## src/rtl/store_buffer_pkg.sv

```systemverilog
// Shared types and constants for the RV32I store buffer: datapath widths,
// store funct3 encodings, the FIFO entry layout and the drain FSM states.
package store_buffer_pkg;

    localparam int MSB = 31;
    localparam int LSB = 0;

    localparam logic [2:0] F3_SB = 3'b000;
    localparam logic [2:0] F3_SH = 3'b001;
    localparam logic [2:0] F3_SW = 3'b010;

    // Only the word address is kept; byte position lives in the lane mask.
    typedef struct packed {
        logic [MSB:2]   addr;
        logic [MSB:LSB] wdata;
        logic [3:0]     we;
    } store_entry_t;

    typedef enum logic {
        RUN   = 1'b0,
        DRAIN = 1'b1
    } sb_state_t;

endpackage

```

## src/rtl/store_lane_align.sv

```systemverilog
// Combinational SB/SH/SW decode: byte-lane write enables, replicated write
// data, a legal-opcode flag and a misalignment flag for the store buffer.
module store_lane_align
    import store_buffer_pkg::*;
(
    input  logic [2:0]     funct3_i,
    input  logic [1:0]     addr_lo_i,
    input  logic [MSB:LSB] data_i,
    output logic [3:0]     we_o,
    output logic [MSB:LSB] wdata_o,
    output logic           valid_op_o,
    output logic           misaligned_o
);

    // Halfword masks shifted past lane 3 are truncated, not wrapped.
    always_comb begin
        we_o         = 4'b0000;
        wdata_o      = '0;
        valid_op_o   = 1'b0;
        misaligned_o = 1'b0;
        case (funct3_i)
            F3_SB: begin
                we_o       = 4'b0001 << addr_lo_i;
                wdata_o    = {4{data_i[7:0]}};
                valid_op_o = 1'b1;
            end
            F3_SH: begin
                we_o         = 4'b0011 << addr_lo_i;
                wdata_o      = {2{data_i[15:0]}};
                valid_op_o   = 1'b1;
                misaligned_o = addr_lo_i[0];
            end
            F3_SW: begin
                we_o         = 4'b1111;
                wdata_o      = data_i;
                valid_op_o   = 1'b1;
                misaligned_o = |addr_lo_i;
            end
            default: ;
        endcase
    end

endmodule

```

## src/rtl/store_buffer.sv

```systemverilog
// RV32I store buffer: lane-aligned FIFO of stores drained to data memory,
// with load-hazard probe and fence drain. Define MISALIGN_TRAP_EN to reject misaligned stores.
module store_buffer
    import store_buffer_pkg::*;
#(
    parameter int DEPTH = 4
) (
    input  logic                       clk,
    input  logic                       rst_n,
    input  logic                       st_valid,
    output logic                       st_ready,
    input  logic [2:0]                 st_funct3,
    input  logic [31:0]                st_addr,
    input  logic [31:0]                st_data,
    output logic                       dm_valid,
    input  logic                       dm_ready,
    output logic [31:0]                dm_addr,
    output logic [31:0]                dm_wdata,
    output logic [3:0]                 dm_we,
    input  logic [31:0]                ld_addr,
    output logic                       ld_hazard,
    input  logic                       fence_req,
    output logic                       fence_done,
    output logic [$clog2(DEPTH+1)-1:0] count,
    output logic                       misalign
);

    localparam int PTRW = $clog2(DEPTH);
    localparam int CNTW = $clog2(DEPTH + 1);
    localparam logic [CNTW-1:0] FULL = CNTW'(DEPTH);

    store_entry_t    mem_q [DEPTH];
    logic [PTRW-1:0] head_q;
    logic [PTRW-1:0] tail_q;
    logic [CNTW-1:0] count_q;
    logic [CNTW-1:0] count_d;
    sb_state_t       state_q;
    sb_state_t       state_d;
    logic            fence_done_q;
    logic            fence_done_d;
    logic            misalign_q;
    logic            misalign_d;

    logic [3:0]      lane_we;
    logic [31:0]     lane_wdata;
    logic            lane_valid;
    logic            lane_misaligned;
    logic            reject;
    logic            st_fire;
    logic            enq;
    logic            deq;
    store_entry_t    head_entry;

    store_lane_align u_align (
        .funct3_i     (st_funct3),
        .addr_lo_i    (st_addr[1:0]),
        .data_i       (st_data),
        .we_o         (lane_we),
        .wdata_o      (lane_wdata),
        .valid_op_o   (lane_valid),
        .misaligned_o (lane_misaligned)
    );

`ifdef MISALIGN_TRAP_EN
    assign reject = lane_misaligned;
`else
    logic unused_misaligned;
    assign unused_misaligned = lane_misaligned;
    assign reject            = 1'b0;
`endif

    logic unused_ld_lo;
    assign unused_ld_lo = ^ld_addr[1:0];

    assign st_ready = (count_q < FULL) && (state_q == RUN);
    assign dm_valid = (count_q != '0);
    assign st_fire  = st_valid && st_ready;
    // Illegal opcodes and trapped stores still complete the handshake.
    assign enq      = st_fire && lane_valid && !reject;
    assign deq      = dm_valid && dm_ready;

    always_ff @(posedge clk or negedge rst_n) begin
        if (!rst_n) begin
            for (int i = 0; i < DEPTH; i++) begin
                mem_q[i] <= '0;
            end
        end else if (enq) begin
            mem_q[tail_q] <= '{addr: st_addr[31:2], wdata: lane_wdata, we: lane_we};
        end
    end

    always_ff @(posedge clk or negedge rst_n) begin
        if (!rst_n) begin
            head_q       <= '0;
            tail_q       <= '0;
            count_q      <= '0;
            state_q      <= RUN;
            fence_done_q <= 1'b0;
            misalign_q   <= 1'b0;
        end else begin
            if (enq) begin
                tail_q <= tail_q + 1'b1;
            end
            if (deq) begin
                head_q <= head_q + 1'b1;
            end
            count_q      <= count_d;
            state_q      <= state_d;
            fence_done_q <= fence_done_d;
            misalign_q   <= misalign_d;
        end
    end

    always_comb begin
        count_d = count_q;
        case ({enq, deq})
            2'b10:   count_d = count_q + 1'b1;
            2'b01:   count_d = count_q - 1'b1;
            default: ;
        endcase
    end

    assign misalign_d = st_fire && lane_valid && reject;

    // Leaving DRAIN on the edge that empties the buffer makes fence_done
    // coincide with the first RUN cycle.
    always_comb begin
        state_d      = state_q;
        fence_done_d = 1'b0;
        case (state_q)
            RUN: begin
                if (fence_req) begin
                    state_d = DRAIN;
                end
            end
            DRAIN: begin
                if (count_d == '0) begin
                    state_d      = RUN;
                    fence_done_d = 1'b1;
                end
            end
            default: state_d = RUN;
        endcase
    end

    assign head_entry = mem_q[head_q];
    assign dm_addr    = dm_valid ? {head_entry.addr, 2'b00} : 32'h0;
    assign dm_wdata   = dm_valid ? head_entry.wdata : 32'h0;
    assign dm_we      = dm_valid ? head_entry.we : 4'b0000;

    // An entry is live when its distance from head is below the occupancy.
    always_comb begin
        logic [PTRW-1:0] off;
        ld_hazard = 1'b0;
        off       = '0;
        for (int i = 0; i < DEPTH; i++) begin
            off = PTRW'(i) - head_q;
            if ((CNTW'(off) < count_q) && (mem_q[i].addr == ld_addr[31:2])) begin
                ld_hazard = 1'b1;
            end
        end
    end

    assign count      = count_q;
    assign fence_done = fence_done_q;
    assign misalign   = misalign_q;

endmodule

```

## config.mk

```make
export PLATFORM = sky130hd
export DESIGN_NAME = store_buffer
export DESIGN_NICKNAME = d
export VERILOG_FILES = /design/src/rtl/store_buffer_pkg.sv /design/src/rtl/store_lane_align.sv /design/src/rtl/store_buffer.sv
export SDC_FILE = /design/constraint.sdc
export NUM_CORES = 1
export LEC_CHECK = 0
export BUFFER_PORTS_ARGS = -buffer_cell sky130_fd_sc_hd__clkbuf_2
export CAP_MARGIN = 40
export CORE_ASPECT_RATIO = 0.5
export CORE_MARGIN = 2
export CORE_UTILIZATION = 44
export DETAILED_ROUTE_END_ITERATION = 6
export HOLD_SLACK_MARGIN = 0.12
export PLACE_DENSITY = 0.73
export SLEW_MARGIN = 20
export SYNTH_ARGS = -nofsm -noshare
export SYNTH_HDL_FRONTEND = slang
export SYNTH_SLANG_ARGS = --single-unit
```

## constraint.sdc

```tcl
create_clock -name clk -period 2.2 [get_ports clk]
set_input_delay 0.22 -clock clk [delete_from_list [all_inputs] [get_ports clk]]
set_output_delay 0.22 -clock clk [all_outputs]
set_load 0.005 [all_outputs]
```

==> impl_metrics.ini <==
[timing]
clock.fmax_ghz = 0.372
drv_slew = 0
setup_violations = 67
rsz0062_at_grt = true
slew_headroom_pct = 63.0
fin_crit_sh_pct = 122
min_period_ns = 2.69
tightest_slew_ns = 0.555
finClkSkew_ns = 0.0111
hold_ws_ns = 0.197
hold_viol = 0
setup_slack_ns = -0.489

[global_routing]
overflow = 0
antenna_found_initial = 1
grt_pass1_wl_um = 62100
grt_use_total_pct = 23.5
grt_pass1_vias = 10600
grt_max_degree = 70

[min_path]
hold_path.class = input pin to register
hold_end = mem_q[201]$_DFFE_PN0P_
hold_path_depth = 5
hold_start = st_addr[1]

[yosys]
yosys.cell_count.top_type = dfrtp_1
async_flop_share_pct = 100
synth_compound_area_share_pct = 2.18
synth_top_cell_by_area = dfrtp_1
synthAdderAreaFrac_pct = 0.932
ys.flop_type = dfrtp_1
syn_inst = 1040
syn_avg_cell_area_sq_um = 13.7
synth_common_cells = 273 x dfrtp_1, 244 x mux2_2, 109 x xor2_1, 67 x and2_1, 66 x mux4_2
yosysWarningCount = 0
synth-seq-cells = 273
synth_seq_area_share_pct = 48.0
synth.distinct_cells = 35
ys_top_cells_by_area = dfrtp_1 48%, mux2_2 19%, mux4_2 10%
synth_top_family_by_area = multiplexers
synth_top_area_share_pct = 48.0
synth-simple-area-share_pct = 6.64
synth_edf_count = 0
syn-cell-area_sq_mm = 0.0142
synth.mux.area_fraction_pct = 31.5
synth_xor_area_share_pct = 7.81

[drt]
route.detailed.drc = 0
drt_wl_total_um = 39600
drt-vias-per-instance = 5.55
vias = 9679
drt_iter0_drc = 667
dr.pass1.iters = 5
ant_nets = 0
wl_per_cell_um = 22.7

[power]
p_leak_nw = 8.89
power.density_mw_per_mm2 = 1260
vdd_ir_drop_max_uv = 616

[cells_and_area]
fillers = 2502
instances_no_fill = 1745
ff_latch_area_sq_mm = 0.00684
layout.nets = 1407
syn_to_final_growth_pct = 25.9
multi_input_comb_area_sq_mm = 0.00727
layout-drive-gt1-share_pct = 54.0

[clock_network]
clk_transition_reported_paths_ns = 0.07
ctsHtreeMaxLevel = 1
cts_max_path_buffers = 3
cts_tree = built
clockRootBuffer = clkbuf_16
clk_latency_ns = 0.55
numCtsBuffers = 26
cts.sinks = 273

[run]
cap_violations = 0

[setup_path]
slowest_stage = dfrtp_2
regToRegSetupSlack_ns = 0.06
start_kind = register
timing.rr.start = count[2]$_DFF_PN0_
worstPathCellList = inv_2 -> ha_4 -> inv_2 -> a2111oi_4 -> buf_4 -> nand4_1 -> nor4_1 -> or4_4 -> clkbuf_2
end_kind = output port
critPathRequiredTime_ns = 1.98
cpMostUsedCell = inv_2
slowest_delay_ns = 0.41
crit_fanout = 4
critical_path_class = register to output port
crit_arrival_ns = 2.47
r2r_cells = 12
worst_r2r_endpoint = state_q$_DFF_PN0_

[placed_design]
port_buffers = 174
post-dp-hpwl_um = 26300
numPlacedInstances = 1630
routabilityCongestion = 0.963
dp_slack_ns = -0.296

[floorplan]
die_h_um = 131
core_sq_mm = 0.0318
die_w_um = 258
rows = 46
start_util_pct = 44.8
die_area_sq_mm = 0.0339
pin_count = 180

[run_status]
status = finished, violations left
violations = setup timing
==> cell usage in the layout, fill, tap and decap left out, drive strengths merged, types with 7 or more instances in the layout <==
cell type and instances:
dfrtp 273, mux4 66, o21ai 15, and2 67
a22oi 8, nand4 8, nand2 45, a21oi 24
xor2 109, mux2 260, nor2 18, ha 9
buf 78, inv 15, dlygate4sd3 43, clkbuf 202
xnor2 18, nor4 23, clkinv 7
==> critical path, delay by kind of cell (launching register included) <==
family                     cells  cell delay [ns]
DFF                            1             0.41
adders and majority gates      1             0.28
AOI/OAI and AO/OA              1             0.33
and+or+nand+nor                3             0.52
buffers and inverters          4             0.38
==> cell families after synthesis <==
family          Yosys count
compound gates           53
xor+xnor                127
fa+ha+maj                10
buf+inv                  77
flops                   273
mux                     327
other cells               1
simple gates            172
==> repair_timing <==
item,in CTS,in global routing
hold endpoints to repair,281,0
pin swaps,1,10
gates cloned,11,1
buffers inserted,7,14
endpoints found under the setup margin,69,69
resized for setup,88,79
hold buffers,43,0
==> worst max-delay path by stage <==
stage,start,end,slack [ns],cells after the start
3_5_place_dp,head_q[1]$_DFFE_PN0P_,ld_hazard,-0.30,9
5_1_grt,mem_q[240]$_DFFE_PN0P_,ld_hazard,-0.55,7
3_3_place_gp,head_q[1]$_DFFE_PN0P_,ld_hazard,-0.19,9
2_1_floorplan,count[2]$_DFF_PN0_,state_q$_DFF_PN0_,0.004,12
6_report,head_q[1]$_DFFE_PN0P_,ld_hazard,-0.49,9
4_1_cts,head_q[0]$_DFFE_PN0P_,ld_hazard,-0.51,8
==> metrics by stage <==
stage / power (mW) / cell area (sq um) / setup TNS (ns) / util [%]
2_1_floorplan: 12.9 / 14200 / 0 / -
3_3_place_gp: 15.4 / 15800 / -0.188 / 49.7
3_5_place_dp: 15.7 / 15800 / -0.296 / 49.7
4_1_cts: 22.1 / 17700 / -18.38 / 55.7
5_1_grt: 23.7 / 17900 / -21.18 / 56.4
6_report: 22.6 / 17900 / -17.65 / 56.4
==> state kept, by name (all words and copies together) (netlist names) <==
name / cells
state_q: 1
count: 3
mem_q: 264
head_q: 2
tail_q: 2
fence_done: 1
==> power breakdown <==
group	leakage (nW)	total [mW]	internal, mW	switching (mW)
Sequential	3.67	8.05	6.74	1.32
Clock	0.444	4.68	2.71	1.97
Combinational	4.78	9.82	5.73	4.10
Total	8.89	22.6	15.2	7.39
==> routing by layer <==
| metal | GRT usage (%) | vias to the layer above | routed length [um] |
|---|---|---|---|
| met1 | 30.4 | 5110 | 16600 |
| li1 | - | 4244 | - |
| met2 | 40.3 | 241 | 20100 |
| met4 | 7.39 | 0 | 1270 |
| met3 | 4.13 | 84 | 1720 |
| met5 | 0 | - | 0 |
==> area by class of cell <==
| cell class | instances | share of cell area, % |
|---|---|---|
| tap | 432 | 3.02 |
| inverter | 15 | 0.328 |
| timing repair buffer | 285 | 13.0 |
| antenna | 1 | 0.0140 |
| clock inverter | 9 | 0.552 |
| multi-input combinational | 692 | 40.6 |
| sequential | 273 | 38.2 |
| clock buffer | 38 | 4.39 |
(Power assumes the default switching activity.)
